File: src/rtl/multi_delay_gen.sv
// multi_delay_gen: multi-channel programmable delay generator.
// One start pulse drives each channel to its init level, then to its final
// level after a per-channel cycle delay; a done pulse marks the longest delay.
// Optional feature: define DELAY_GEN_RETRIGGER_EN to let start_i restart a
// running sequence (restart wins over completion on the same edge).
module multi_delay_gen #(
    parameter int unsigned          CHANNELS = 4,
    parameter int unsigned          CNT_W    = 16,
    parameter logic [CHANNELS-1:0]  OUT_RST  = '0
) (
    input  logic                      clk,
    input  logic                      rst_n,
    input  logic                      start_i,
    input  logic [CHANNELS*CNT_W-1:0] delay_i,
    input  logic [CHANNELS-1:0]       init_i,
    input  logic [CHANNELS-1:0]       level_i,
    output logic [CHANNELS-1:0]       out_o,
    output logic                      busy_o,
    output logic                      done_o
);

    typedef enum logic {
        IDLE = 1'b0,
        RUN  = 1'b1
    } state_t;

    state_t                     r_state;
    state_t                     w_state_nxt;
    logic [CNT_W-1:0]           r_cnt;
    logic [CNT_W-1:0]           w_cnt_nxt;
    logic [CNT_W-1:0]           w_cnt_inc;
    logic [CHANNELS*CNT_W-1:0]  r_delay;
    logic [CHANNELS*CNT_W-1:0]  w_delay_nxt;
    logic [CHANNELS-1:0]        r_level;
    logic [CHANNELS-1:0]        w_level_nxt;
    logic [CNT_W-1:0]           r_dmax;
    logic [CNT_W-1:0]           w_dmax_nxt;
    logic [CNT_W-1:0]           w_dmax_in;
    logic [CHANNELS-1:0]        r_out;
    logic [CHANNELS-1:0]        w_out_nxt;
    logic                       r_busy;
    logic                       w_busy_nxt;
    logic                       r_done;
    logic                       w_done_nxt;
    logic                       w_accept;

    assign w_cnt_inc = r_cnt + CNT_W'(1);

`ifdef DELAY_GEN_RETRIGGER_EN
    assign w_accept = start_i;
`else
    assign w_accept = start_i && (r_state == IDLE);
`endif

    // Longest requested delay among the incoming channel delays.
    always_comb begin
        w_dmax_in = '0;
        for (int unsigned i = 0; i < CHANNELS; i++) begin
            if (delay_i[i*CNT_W +: CNT_W] > w_dmax_in) begin
                w_dmax_in = delay_i[i*CNT_W +: CNT_W];
            end
        end
    end

    // Next-state and next-output logic: accept/restart, per-channel firing, completion.
    always_comb begin
        w_state_nxt = r_state;
        w_cnt_nxt   = r_cnt;
        w_delay_nxt = r_delay;
        w_level_nxt = r_level;
        w_dmax_nxt  = r_dmax;
        w_out_nxt   = r_out;
        w_busy_nxt  = r_busy;
        w_done_nxt  = 1'b0;

        if (w_accept) begin
            w_delay_nxt = delay_i;
            w_level_nxt = level_i;
            w_cnt_nxt   = '0;
            w_dmax_nxt  = w_dmax_in;
            for (int unsigned i = 0; i < CHANNELS; i++) begin
                w_out_nxt[i] = (delay_i[i*CNT_W +: CNT_W] == '0) ? level_i[i] : init_i[i];
            end
            if (w_dmax_in == '0) begin
                w_state_nxt = IDLE;
                w_busy_nxt  = 1'b0;
                w_done_nxt  = 1'b1;
            end else begin
                w_state_nxt = RUN;
                w_busy_nxt  = 1'b1;
            end
        end else if (r_state == RUN) begin
            w_cnt_nxt = w_cnt_inc;
            for (int unsigned i = 0; i < CHANNELS; i++) begin
                if (w_cnt_inc == r_delay[i*CNT_W +: CNT_W]) begin
                    w_out_nxt[i] = r_level[i];
                end
            end
            // Counter is cleared on completion so it never exceeds Dmax-1.
            if (w_cnt_inc == r_dmax) begin
                w_state_nxt = IDLE;
                w_busy_nxt  = 1'b0;
                w_done_nxt  = 1'b1;
                w_cnt_nxt   = '0;
            end
        end
    end

    // State and output registers with synchronous active-low reset.
    always_ff @(posedge clk) begin
        if (!rst_n) begin
            r_state <= IDLE;
            r_cnt   <= '0;
            r_delay <= '0;
            r_level <= '0;
            r_dmax  <= '0;
            r_out   <= OUT_RST;
            r_busy  <= 1'b0;
            r_done  <= 1'b0;
        end else begin
            r_state <= w_state_nxt;
            r_cnt   <= w_cnt_nxt;
            r_delay <= w_delay_nxt;
            r_level <= w_level_nxt;
            r_dmax  <= w_dmax_nxt;
            r_out   <= w_out_nxt;
            r_busy  <= w_busy_nxt;
            r_done  <= w_done_nxt;
        end
    end

    assign out_o  = r_out;
    assign busy_o = r_busy;
    assign done_o = r_done;

endmodule

File: config.mk
export PLATFORM = sky130hd
export DESIGN_NAME = multi_delay_gen
export DESIGN_NICKNAME = d
export VERILOG_FILES = /design/src/rtl/multi_delay_gen.sv
export SDC_FILE = /design/constraint.sdc
export NUM_CORES = 1
export LEC_CHECK = 0
export BUFFER_PORTS_ARGS = -buffer_cell sky130_fd_sc_hd__buf_2
export CORE_UTILIZATION = 45
export DETAILED_ROUTE_END_ITERATION = 8
export GPL_TIMING_DRIVEN = 0
export SLEW_MARGIN = 20
export SYNTH_ARGS = -nofsm -noshare
export SYNTH_HDL_FRONTEND = slang
export SYNTH_SLANG_ARGS = --single-unit
File: constraint.sdc
create_clock -name clk -period 13.5 [get_ports clk]
set_input_delay 4.05 -clock clk [delete_from_list [all_inputs] [get_ports clk]]
set_output_delay 4.05 -clock clk [all_outputs]
set_load 0.1 [all_outputs]
==> results of run 1 <==
==> how the worst max path moves through the flow <==
stage | from | to | slack (ns) | depth (start not counted)
floorplan | delay_i[15] | r_dmax[6] | 2.43 | 32
global placement | delay_i[15] | r_state | 0.81 | 33
detailed placement | delay_i[15] | r_state | 0.79 | 32
CTS | delay_i[15] | r_state | 1.14 | 32
global route | delay_i[15] | done_o | 0.38 | 33
finish | delay_i[15] | r_state | 0.98 | 33
==> layer usage <==
layer | track usage | up-vias | share of wire
met5 | 0 | - | 0
met4 | 0.1232 | 0 | 0.033
met3 | 0.02722 | 49 | 0.047
met2 | 0.4738 | 216 | 0.44
met1 | 0.4379 | 3316 | 0.48
li1 | - | 3459 | -
==> state kept, by name (all words and copies together) (netlist names) <==
name     cells
r_dmax      16
r_cnt       16
r_level      4
done_o       1
r_state      1
busy_o       1
r_delay     64
out_o        4
==> layout by cell type (no fill, tap or decap), drive strengths merged, types with 3 or more instances in the layout <==
cell / instances
clkinv: 3
or3: 4
inv: 27
nand2: 191
and3: 3
nand3: 19
a21oi: 110
a211oi: 9
o211ai: 8
a21o: 8
nor2b: 6
a311oi: 3
nor2: 59
dfxtp: 107
and2: 5
o31a: 3
nand3b: 10
mux2: 8
nand4: 24
xnor2: 32
nor3: 20
a22oi: 8
mux2i: 5
o211a: 7
nor4: 24
o21ai: 28
a31oi: 3
ha: 48
or4: 5
and4: 4
clkbuf: 53
xor2: 63
o31ai: 5
buf: 85
==> final cells by class <==
type,count,area (µm²),area share
multi-input cells,748,4662,0.5788
repair buffers,78,390.4,0.04846
inverters,26,97.59,0.01212
well taps,211,264.0,0.03277
plain buffers,51,197.7,0.02454
flip-flops and latches,107,2142,0.2659
clock buffers,9,225.2,0.02796
clock inverters,7,76.32,0.009475
==> worst register-to-register path: cells and delay by family (launching register included) <==
family                    cells  cell delay [ns]
AOI/OAI and AO/OA             1             0.21
and+or+nand+nor               7             1.58
xor gates and xnor gates      2             1.05
DFF                           1             0.33
buffers and inverters         2             0.84
==> power by group through the flow <==
stage	logic [mW]	registers (mW)	clock network, mW
final	0.360	0.363	0.272
after global routing	0.399	0.366	0.284
after CTS	0.356	0.363	0.271
after detailed placement	0.354	0.370	0
after global placement	0.352	0.370	0
after floorplan	0.234	0.381	0
==> through the flow <==
step | worst slack (ns) | utilization | power (mW)
floorplan | 2.431 | - | 0.6149
global placement | 0.8079 | 0.5067 | 0.7215
detailed placement | 0.7859 | 0.5077 | 0.7242
CTS | 1.137 | 0.5274 | 0.9901
global route | 0.3809 | 0.5279 | 1.049
finish | 0.9826 | 0.5279 | 0.9956
==> logic make-up (layout without fill, tap and decap cells) <==
| kind of cell | after synthesis | count (layout) |
|---|---|---|
| xor+xnor | 95 | 95 |
| fa+ha+maj | 48 | 48 |
| buf+inv | 77 | 171 |
| flops | 107 | 107 |
| simple gates | 380 | 380 |
| compound gates | 212 | 212 |
| mux | 13 | 13 |
==> impl_metrics.env, run 1 <==
export IMPL_power_density_mw_per_mm2=123.6
export IMPL_hold_end="r_level[3]"
export IMPL_cpLargestDelayFamily="compound AO/OA/AOI/OAI gates"
export IMPL_yosys_mux_area_fraction=0.01980
export IMPL_h_tree_depth=3
export IMPL_r2r_cells=12
export IMPL_r2r_slack_ns=9.37
export IMPL_synth_cell_types=60
export IMPL_slew_headroom=0.2154
export IMPL_p_seq_frac=0.365
export IMPL_synth_top_family_by_area="simple AND/OR/NAND/NOR gates"
export IMPL_syn2layout_area_growth_pct=13.83
export IMPL_grt_total_usage=0.3065
export IMPL_synth_top_cells_by_count="nand2_1 (191), a21oi_1 (110), dfxtp_1 (107)"
export IMPL_period_minus_slack_ns=12.52
export IMPL_worst_hold_slack_ns=0.4568
export IMPL_arrival_ns=12.74
export IMPL_post_cts_resized=0
export IMPL_p_int_mw=0.6144
export IMPL_ant_nets=0
export IMPL_outcome="complete, no violations"
export IMPL_n_antenna_cell=0
export IMPL_synth_nets=1055
export IMPL_die_h_um=127.4
export IMPL_p_clk_frac=0.273
export IMPL_place_area_mm2=0.007746
export IMPL_ios=81
export IMPL_route_detailed_drc=0
export IMPL_worstPathMaxFanout=10
export IMPL_cts_sinks=107
export IMPL_ys_ff_latch=107
export IMPL_min_path_type="flop to flop"
export IMPL_final_area_mm2=0.008055
export IMPL_clk_latency_ns=0.36
export IMPL_synthSimpleGateAreaFrac=0.2470
export IMPL_die_w_um=127.4
export IMPL_peakVddDrop_uv=62.14
export IMPL_die_area_mm2=0.01623
export IMPL_grt_pass1_vias=6517
export IMPL_finalHoldViolations=0
export IMPL_grt_first_pass_wirelength_um=37170
export IMPL_dp_cells=1221
export IMPL_max_clock_freq_mhz=79.89
export IMPL_numCtsBuffers=9
export IMPL_cap_violations=0
export IMPL_syn_inst=932
export IMPL_syn_area_per_cell_um2=7.593
export IMPL_worst_path_buf_inv=7
export IMPL_setup_violations=0
export IMPL_clock_path_buffers=2
export IMPL_vias=7040
export IMPL_power_frac_comb=0.362
export IMPL_nFillCells=1578
export IMPL_nNetsFinal=1144
export IMPL_detail_route_wl_per_cell_um=19.67
export IMPL_tightest_slew_ns=1.173
export IMPL_root_buffer="clkbuf_16"
export IMPL_slowest_stage="or4_1"
export IMPL_swShare=0.3829
export IMPL_synth_warning_count=0
export IMPL_synth_xor_area_frac=0.1176
export IMPL_reg2reg_to="r_cnt[6]"
export IMPL_grt_max_degree=19
export IMPL_p_switching_mw=0.3812
export IMPL_drive_gt1_frac=0.1131
export IMPL_dr_pass1_iters=5
export IMPL_rsz0062_at_grt="false"
export IMPL_grt_antenna_before_repair=0
export IMPL_whs_path_depth=2
export IMPL_synth_top_area_share=0.3027
export IMPL_ys_seq_area_frac=0.3027
export IMPL_tns_ns=0
export IMPL_synth_fa_ha_area_frac=0.08487
export IMPL_crit_required_ns=13.72
export IMPL_cts_tree="done"
export IMPL_drtIter0Drc=535
export IMPL_skew_ns=0.01128
export IMPL_post_cts_buffers=0
export IMPL_cp_start_kind="input port"
export IMPL_critPathMaxStageDelay_ns=0.58
export IMPL_grt_ovfl_total=0
export IMPL_synth_ff_type="dfxtp_1"
export IMPL_core_area_mm2=0.01526
export IMPL_reg2reg_from="r_cnt[0]"
export IMPL_fin_crit_sh=0.9272
export IMPL_io_buffers=78
export IMPL_final_cell_count_no_fill=1237
export IMPL_synthTopCellsByArea="dfxtp_1 (30%), nand2_1 (10%), ha_1 (8.5%), xor2_1 (7.8%), a21oi_1 (7.8%)"
export IMPL_synth_compound_area_frac=0.1864
export IMPL_wl_um=24340
export IMPL_gp_congestion=0.9099
export IMPL_worstSetupPathType="input port to flop"
export IMPL_dp_hpwl_um=18720
export IMPL_worst_setup_path_end_kind="flop"
export IMPL_avgViaCountPerCell=5.691
export IMPL_start_util=0.4638
export IMPL_drv_slew=0
export IMPL_rows=45
export IMPL_synth_top_area_cell="dfxtp_1"
export IMPL_clk_pin_slew_ns=0.07
export IMPL_hold_buffers=0
export IMPL_async_reset_ff_frac=0
export IMPL_min_from="r_level[3]"
export IMPL_p_leak_nw=3.203
export IMPL_synth_most_common_cell="nand2_1"
export IMPL_synth_edf_count=0
export IMPL_synth_cell_area_mm2=0.007077
Note: power is estimated with default switching activity, not from simulation.
==> run 2, diff against run 1 <==
CORE_MARGIN = 2   (was default)
CORE_UTILIZATION = 50   (was 45)
HOLD_SLACK_MARGIN = 0.1   (was default)
PLACE_DENSITY = 0.7   (was default)
==> impl_metrics.env, run 2 (synthesis results as in run 1) <==
export IMPL_whs_path_depth=2
export IMPL_cts_tree="done"
export IMPL_tns_ns=0
export IMPL_power_density_mw_per_mm2=124.3
export IMPL_reg2reg_to="r_cnt[6]"
export IMPL_max_clock_freq_mhz=80.73
export IMPL_detail_route_wl_per_cell_um=19.39
export IMPL_nFillCells=1368
export IMPL_route_detailed_drc=0
export IMPL_start_util=0.5118
export IMPL_grt_antenna_before_repair=0
export IMPL_r2r_slack_ns=9.56
export IMPL_drive_gt1_frac=0.1101
export IMPL_outcome="complete, no violations"
export IMPL_top_register="r_delay"
export IMPL_slowest_stage="or4b_2"
export IMPL_syn2layout_area_growth_pct=12.89
export IMPL_fin_crit_sh=0.9176
export IMPL_vias=7037
export IMPL_wl_um=23380
export IMPL_skew_ns=0.01179
export IMPL_arrival_ns=12.62
export IMPL_setup_violations=0
export IMPL_peakVddDrop_uv=61.41
export IMPL_worst_setup_path_end_kind="flop"
export IMPL_nNetsFinal=1144
export IMPL_layout_commonest_cell="nand2_1"
export IMPL_use_met3=0.03736
export IMPL_grt_max_degree=22
export IMPL_dr_pass1_iters=5
export IMPL_dp_slack_ns=0.8944
export IMPL_hold_buffers=0
export IMPL_rsz0062_at_grt="false"
export IMPL_numCtsBuffers=9
export IMPL_top_regs="r_delay: 64 flops, r_cnt: 16 flops, r_dmax: 16 flops"
export IMPL_clk_latency_ns=0.36
export IMPL_finalHoldViolations=0
export IMPL_gp_congestion=0.9237
export IMPL_tightest_slew_ns=1.186
export IMPL_grt_use_met2=0.4934
export IMPL_drv_slew=0
export IMPL_layout_setup_ws_ns=1.112
export IMPL_fin_util=0.5778
export IMPL_cp_start_kind="input port"
export IMPL_ant_nets=0
export IMPL_top_usage_layer="met2"
export IMPL_min_path_type="flop to flop"
export IMPL_post_cts_buffers=0
export IMPL_drtIter0Drc=610
export IMPL_r2r_cells=12
export IMPL_core_area_mm2=0.01383
export IMPL_die_h_um=123.0
export IMPL_clk_pin_slew_ns=0.08
export IMPL_worstPathMaxFanout=10
export IMPL_grt_pass1_vias=6445
export IMPL_period_minus_slack_ns=12.39
export IMPL_critPathMaxStageDelay_ns=0.62
export IMPL_post_cts_resized=0
export IMPL_grt_ovfl_total=0
export IMPL_die_w_um=123.0
export IMPL_grt_first_pass_wirelength_um=35630
export IMPL_rows=43
export IMPL_grtUsageMet1=0.4358
export IMPL_h_tree_depth=3
export IMPL_die_area_mm2=0.01512
export IMPL_n_antenna_cell=0
export IMPL_io_buffers=78
export IMPL_crit_required_ns=13.73
export IMPL_dp_hpwl_um=17980
export IMPL_clock_path_buffers=2
export IMPL_cap_violations=0
export IMPL_ios=81
export IMPL_root_buffer="clkbuf_16"
export IMPL_slew_headroom=0.2035
export IMPL_critical_path_most_common_cell="a21oi_1"
export IMPL_min_from="r_level[3]"
export IMPL_p_leak_nw=3.207
export IMPL_worst_hold_slack_ns=0.4674
export IMPL_hold_end="r_level[3]"
export IMPL_grt_total_usage=0.3132
export IMPL_reg2reg_from="r_cnt[0]"
export IMPL_avgViaCountPerCell=5.835
export IMPL_largest_register_ffs=64
export IMPL_final_cell_mix="nand2_1 (191), a21oi_1 (110), dfxtp_1 (107)"
export IMPL_cp_startpoint="delay_i[15]"
export IMPL_worstSetupPathType="input port to flop"
export IMPL_cts_sinks=107
## run 2: cell count changes in the layout (fill, tap and decap cells not counted), sizes merged
cell / change
clkinv: -3
bufinv: -1
clkinvlp: -2
inv: +6
## run 2: worst max-delay path: cells and delay by family
family / cells / cell delay (ns)
AO/OA/AOI/OAI: 16 / 3.42
AND/OR/NAND/NOR: 7 / 2.37
adder cells (fa/ha/maj): 3 / 0.90
buffers and inverters: 7 / 1.85
## run 2: how the worst max path moves through the flow
stage	end	slack, ns	cells after the start
2_1_floorplan	r_dmax[6]	2.43	32
6_report	r_state	1.11	33
3_5_place_dp	r_state	0.89	33
5_1_grt	r_state	0.56	33
4_1_cts	r_state	1.26	33
3_3_place_gp	r_state	0.81	33
## run 2: report_power, final
group,switching [mW],leakage [nW],internal (mW),total [mW]
Combinational,0.235,2.18,0.125,0.360
Clock,0.136,0.149,0.133,0.269
Sequential,0.0191,0.876,0.344,0.363
Total,0.391,3.21,0.602,0.993
## run 2: per-stage QoR
step / total power [mW] / cells / cell area, µm²
5_1_grt: 1.046 / 1206 / 7989
6_report: 0.9930 / 1206 / 7989
4_1_cts: 0.9865 / 1206 / 7989
3_5_place_dp: 0.7217 / 1190 / 7692
3_3_place_gp: 0.7180 / 1190 / 7692
2_1_floorplan: 0.6149 / 932 / 7077
## run 2: final cells by class
cell class | count | area, µm² | area share
sequential | 107 | 2142 | 0.2681
clock inverter | 7 | 71.32 | 0.008927
inverter | 26 | 97.59 | 0.01222
clock buffer | 9 | 225.2 | 0.02819
multi-input combinational | 748 | 4639 | 0.5807
timing repair buffer | 78 | 390.4 | 0.04886
tap | 180 | 225.2 | 0.02819
buffer | 51 | 197.7 | 0.02475
## run 2: metal layers
layer,vias up,share of wire
met4,0,0.035
met5,-,0
met3,49,0.071
li1,3471,-
met1,3264,0.45
met2,253,0.45
==> run 3, diff against run 2 <==
PLACE_DENSITY = 0.73   (was 0.7)
clock period = 10.7 ns   (was 13.5 ns; I/O delays follow)
==> impl_metrics.env, run 3 (synthesis results as in run 1) <==
export IMPL_final_cell_mix="nand2_1 (190), a21oi_1 (107), dfxtp_1 (107)"
export IMPL_p_switching_mw=0.4967
export IMPL_p_clk_frac=0.263
export IMPL_nNetsFinal=1148
export IMPL_grt_first_pass_wirelength_um=35430
export IMPL_numCtsBuffers=9
export IMPL_r2r_cells=12
export IMPL_setup_violations=0
export IMPL_power_density_mw_per_mm2=155.8
export IMPL_finalHoldViolations=0
export IMPL_die_area_mm2=0.01512
export IMPL_grt_ovfl_total=0
export IMPL_worst_path_buf_inv=8
export IMPL_outcome="complete, no violations"
export IMPL_die_h_um=123.0
export IMPL_critical_path_most_common_cell="ha_1"
export IMPL_grt_pass1_vias=6434
export IMPL_p_seq_frac=0.362
export IMPL_start_util=0.5118
export IMPL_min_path_type="flop to flop"
export IMPL_core_area_mm2=0.01383
export IMPL_worst_setup_path_end_kind="flop"
export IMPL_gp_congestion=0.9443
export IMPL_nFillCells=1302
export IMPL_cp_startpoint="delay_i[15]"
export IMPL_reg2reg_from="r_cnt[0]"
export IMPL_clk_pin_slew_ns=0.08
export IMPL_ant_nets=0
export IMPL_largest_register_ffs=64
export IMPL_ios=81
export IMPL_endpoint="r_state"
export IMPL_place_area_mm2=0.007692
export IMPL_p_int_mw=0.7704
export IMPL_avgViaCountPerCell=5.931
export IMPL_arrival_ns=10.64
export IMPL_p_leak_nw=3.262
export IMPL_h_tree_depth=3
export IMPL_cap_violations=0
export IMPL_seq_area_mm2=0.002142
export IMPL_power_frac_comb=0.374
export IMPL_cts_sinks=107
export IMPL_route_detailed_drc=0
export IMPL_grt_total_usage=0.3107
export IMPL_vias=7176
export IMPL_max_clock_freq_mhz=96.23
export IMPL_syn2layout_area_growth_pct=14.90
export IMPL_detail_route_wl_per_cell_um=19.37
export IMPL_crit_required_ns=10.94
export IMPL_slew_headroom=0.2316
export IMPL_grt_antenna_before_repair=0
export IMPL_peakVddDrop_uv=80.65
export IMPL_swShare=0.3920
export IMPL_top_regs="r_delay: 64 flops, r_cnt: 16 flops, r_dmax: 16 flops"
export IMPL_worstSetupPathType="input port to flop"
export IMPL_cpLargestDelayFamily="compound AO/OA/AOI/OAI gates"
export IMPL_slowest_stage="or4_4"
export IMPL_drtIter0Drc=907
export IMPL_skew_ns=0.009104
export IMPL_clock_path_buffers=2
export IMPL_reg2reg_to="r_cnt[6]"
export IMPL_fin_crit_sh=0.9712
export IMPL_cp_start_kind="input port"
export IMPL_dr_pass1_iters=5
export IMPL_critPathMaxStageDelay_ns=0.59
export IMPL_wl_um=23430
export IMPL_rows=43
export IMPL_r2r_slack_ns=6.71
export IMPL_die_w_um=123.0
export IMPL_tns_ns=0
export IMPL_io_buffers=78
export IMPL_multiInputGateArea_mm2=0.004725
export IMPL_layout_commonest_cell="nand2_1"
export IMPL_top_register="r_delay"
export IMPL_root_buffer="clkbuf_16"
export IMPL_drv_slew=0
export IMPL_worstPathMaxFanout=10
export IMPL_period_minus_slack_ns=10.39
export IMPL_grt_max_degree=21
export IMPL_dp_hpwl_um=17770
export IMPL_drive_gt1_frac=0.1311
export IMPL_hold_buffers=0
export IMPL_n_antenna_cell=0
export IMPL_cts_tree="done"
export IMPL_path_depth=34
export IMPL_clk_latency_ns=0.35
export IMPL_final_area_mm2=0.008132
export IMPL_tightest_slew_ns=1.149
-- run 3: changes by cell type in the layout (fill, tap and decap cells not counted), moves of 3 or more --
cell / delta
buf_4: +7
clkbuf_1: -7
o21ai_0: -6
o21ai_1: +6
inv_8: -4
a21oi_1: -3
a21oi_2: +3
clkbuf_4: +3
-- run 3: how the worst min path moves through the flow --
stage | startpoint | end | slack (ns) | depth (start not counted)
floorplan | r_level[0] | r_level[0] | 0.44 | 2
detailed placement | r_level[2] | r_level[2] | 0.45 | 2
CTS | r_level[3] | r_level[3] | 0.46 | 2
global route | r_level[1] | r_level[1] | 0.49 | 2
global placement | r_level[2] | r_level[2] | 0.45 | 2
finish | r_level[3] | r_level[3] | 0.46 | 2
-- run 3: area by class of cell --
cell class | instances | share of cell area
clock inverters | 7 | 0.008463
clock buffers | 9 | 0.02770
plain buffers | 51 | 0.02800
repair buffers | 82 | 0.05170
flip-flops and latches | 107 | 0.2634
multi-input cells | 748 | 0.5810
inverters | 26 | 0.01200
well taps | 180 | 0.02770
-- run 3: worst reg2reg max path, delay by kind of cell, from the launching register on --
kind,cells,cell delay [ns]
xor gates and xnor gates,2,0.92
and+or+nand+nor,7,1.50
buffers and inverters,2,0.84
AOI/OAI and AO/OA,1,0.24
DFF,1,0.35
-- run 3: repair_timing --
item	in CTS	in global routing
resized for setup	15	27
pin swaps	2	5
setup buffers	2	2
hold endpoints to repair	0	0
setup endpoints to repair	15	12
-- run 3: metrics by stage --
| step | hold slack, ns | instances | util | power, mW | setup slack [ns] |
|---|---|---|---|---|---|
| floorplan | 0.4360 | 932 | - | 0.7758 | 0.4706 |
| detailed placement | 0.4500 | 1190 | 0.5563 | 0.9091 | -1.013 |
| CTS | 0.4594 | 1208 | 0.5818 | 1.241 | 0.04301 |
| finish | 0.4627 | 1210 | 0.5881 | 1.267 | 0.3084 |
| global route | 0.4850 | 1210 | 0.5881 | 1.326 | -0.01730 |
| global placement | 0.4457 | 1190 | 0.5563 | 0.9026 | -1.005 |
-- run 3: power groups by stage --
stage | sequential, mW | combinational [mW] | clock [mW]
final | 0.459 | 0.474 | 0.334
after global placement | 0.467 | 0.436 | 0
after floorplan | 0.480 | 0.295 | 0
after CTS | 0.458 | 0.453 | 0.330
after detailed placement | 0.467 | 0.442 | 0
after global routing | 0.462 | 0.520 | 0.343
-- run 3: metal layers --
layer / share of wire / GRT usage / routed length, µm / vias to the layer above
li1: - / - / - / 3476
met1: 0.44 / 0.4388 / 10350 / 3340
met2: 0.46 / 0.4941 / 10700 / 323
met3: 0.072 / 0.02537 / 1697 / 37
met4: 0.029 / 0.1193 / 680 / 0
met5: 0 / 0 / 0 / -
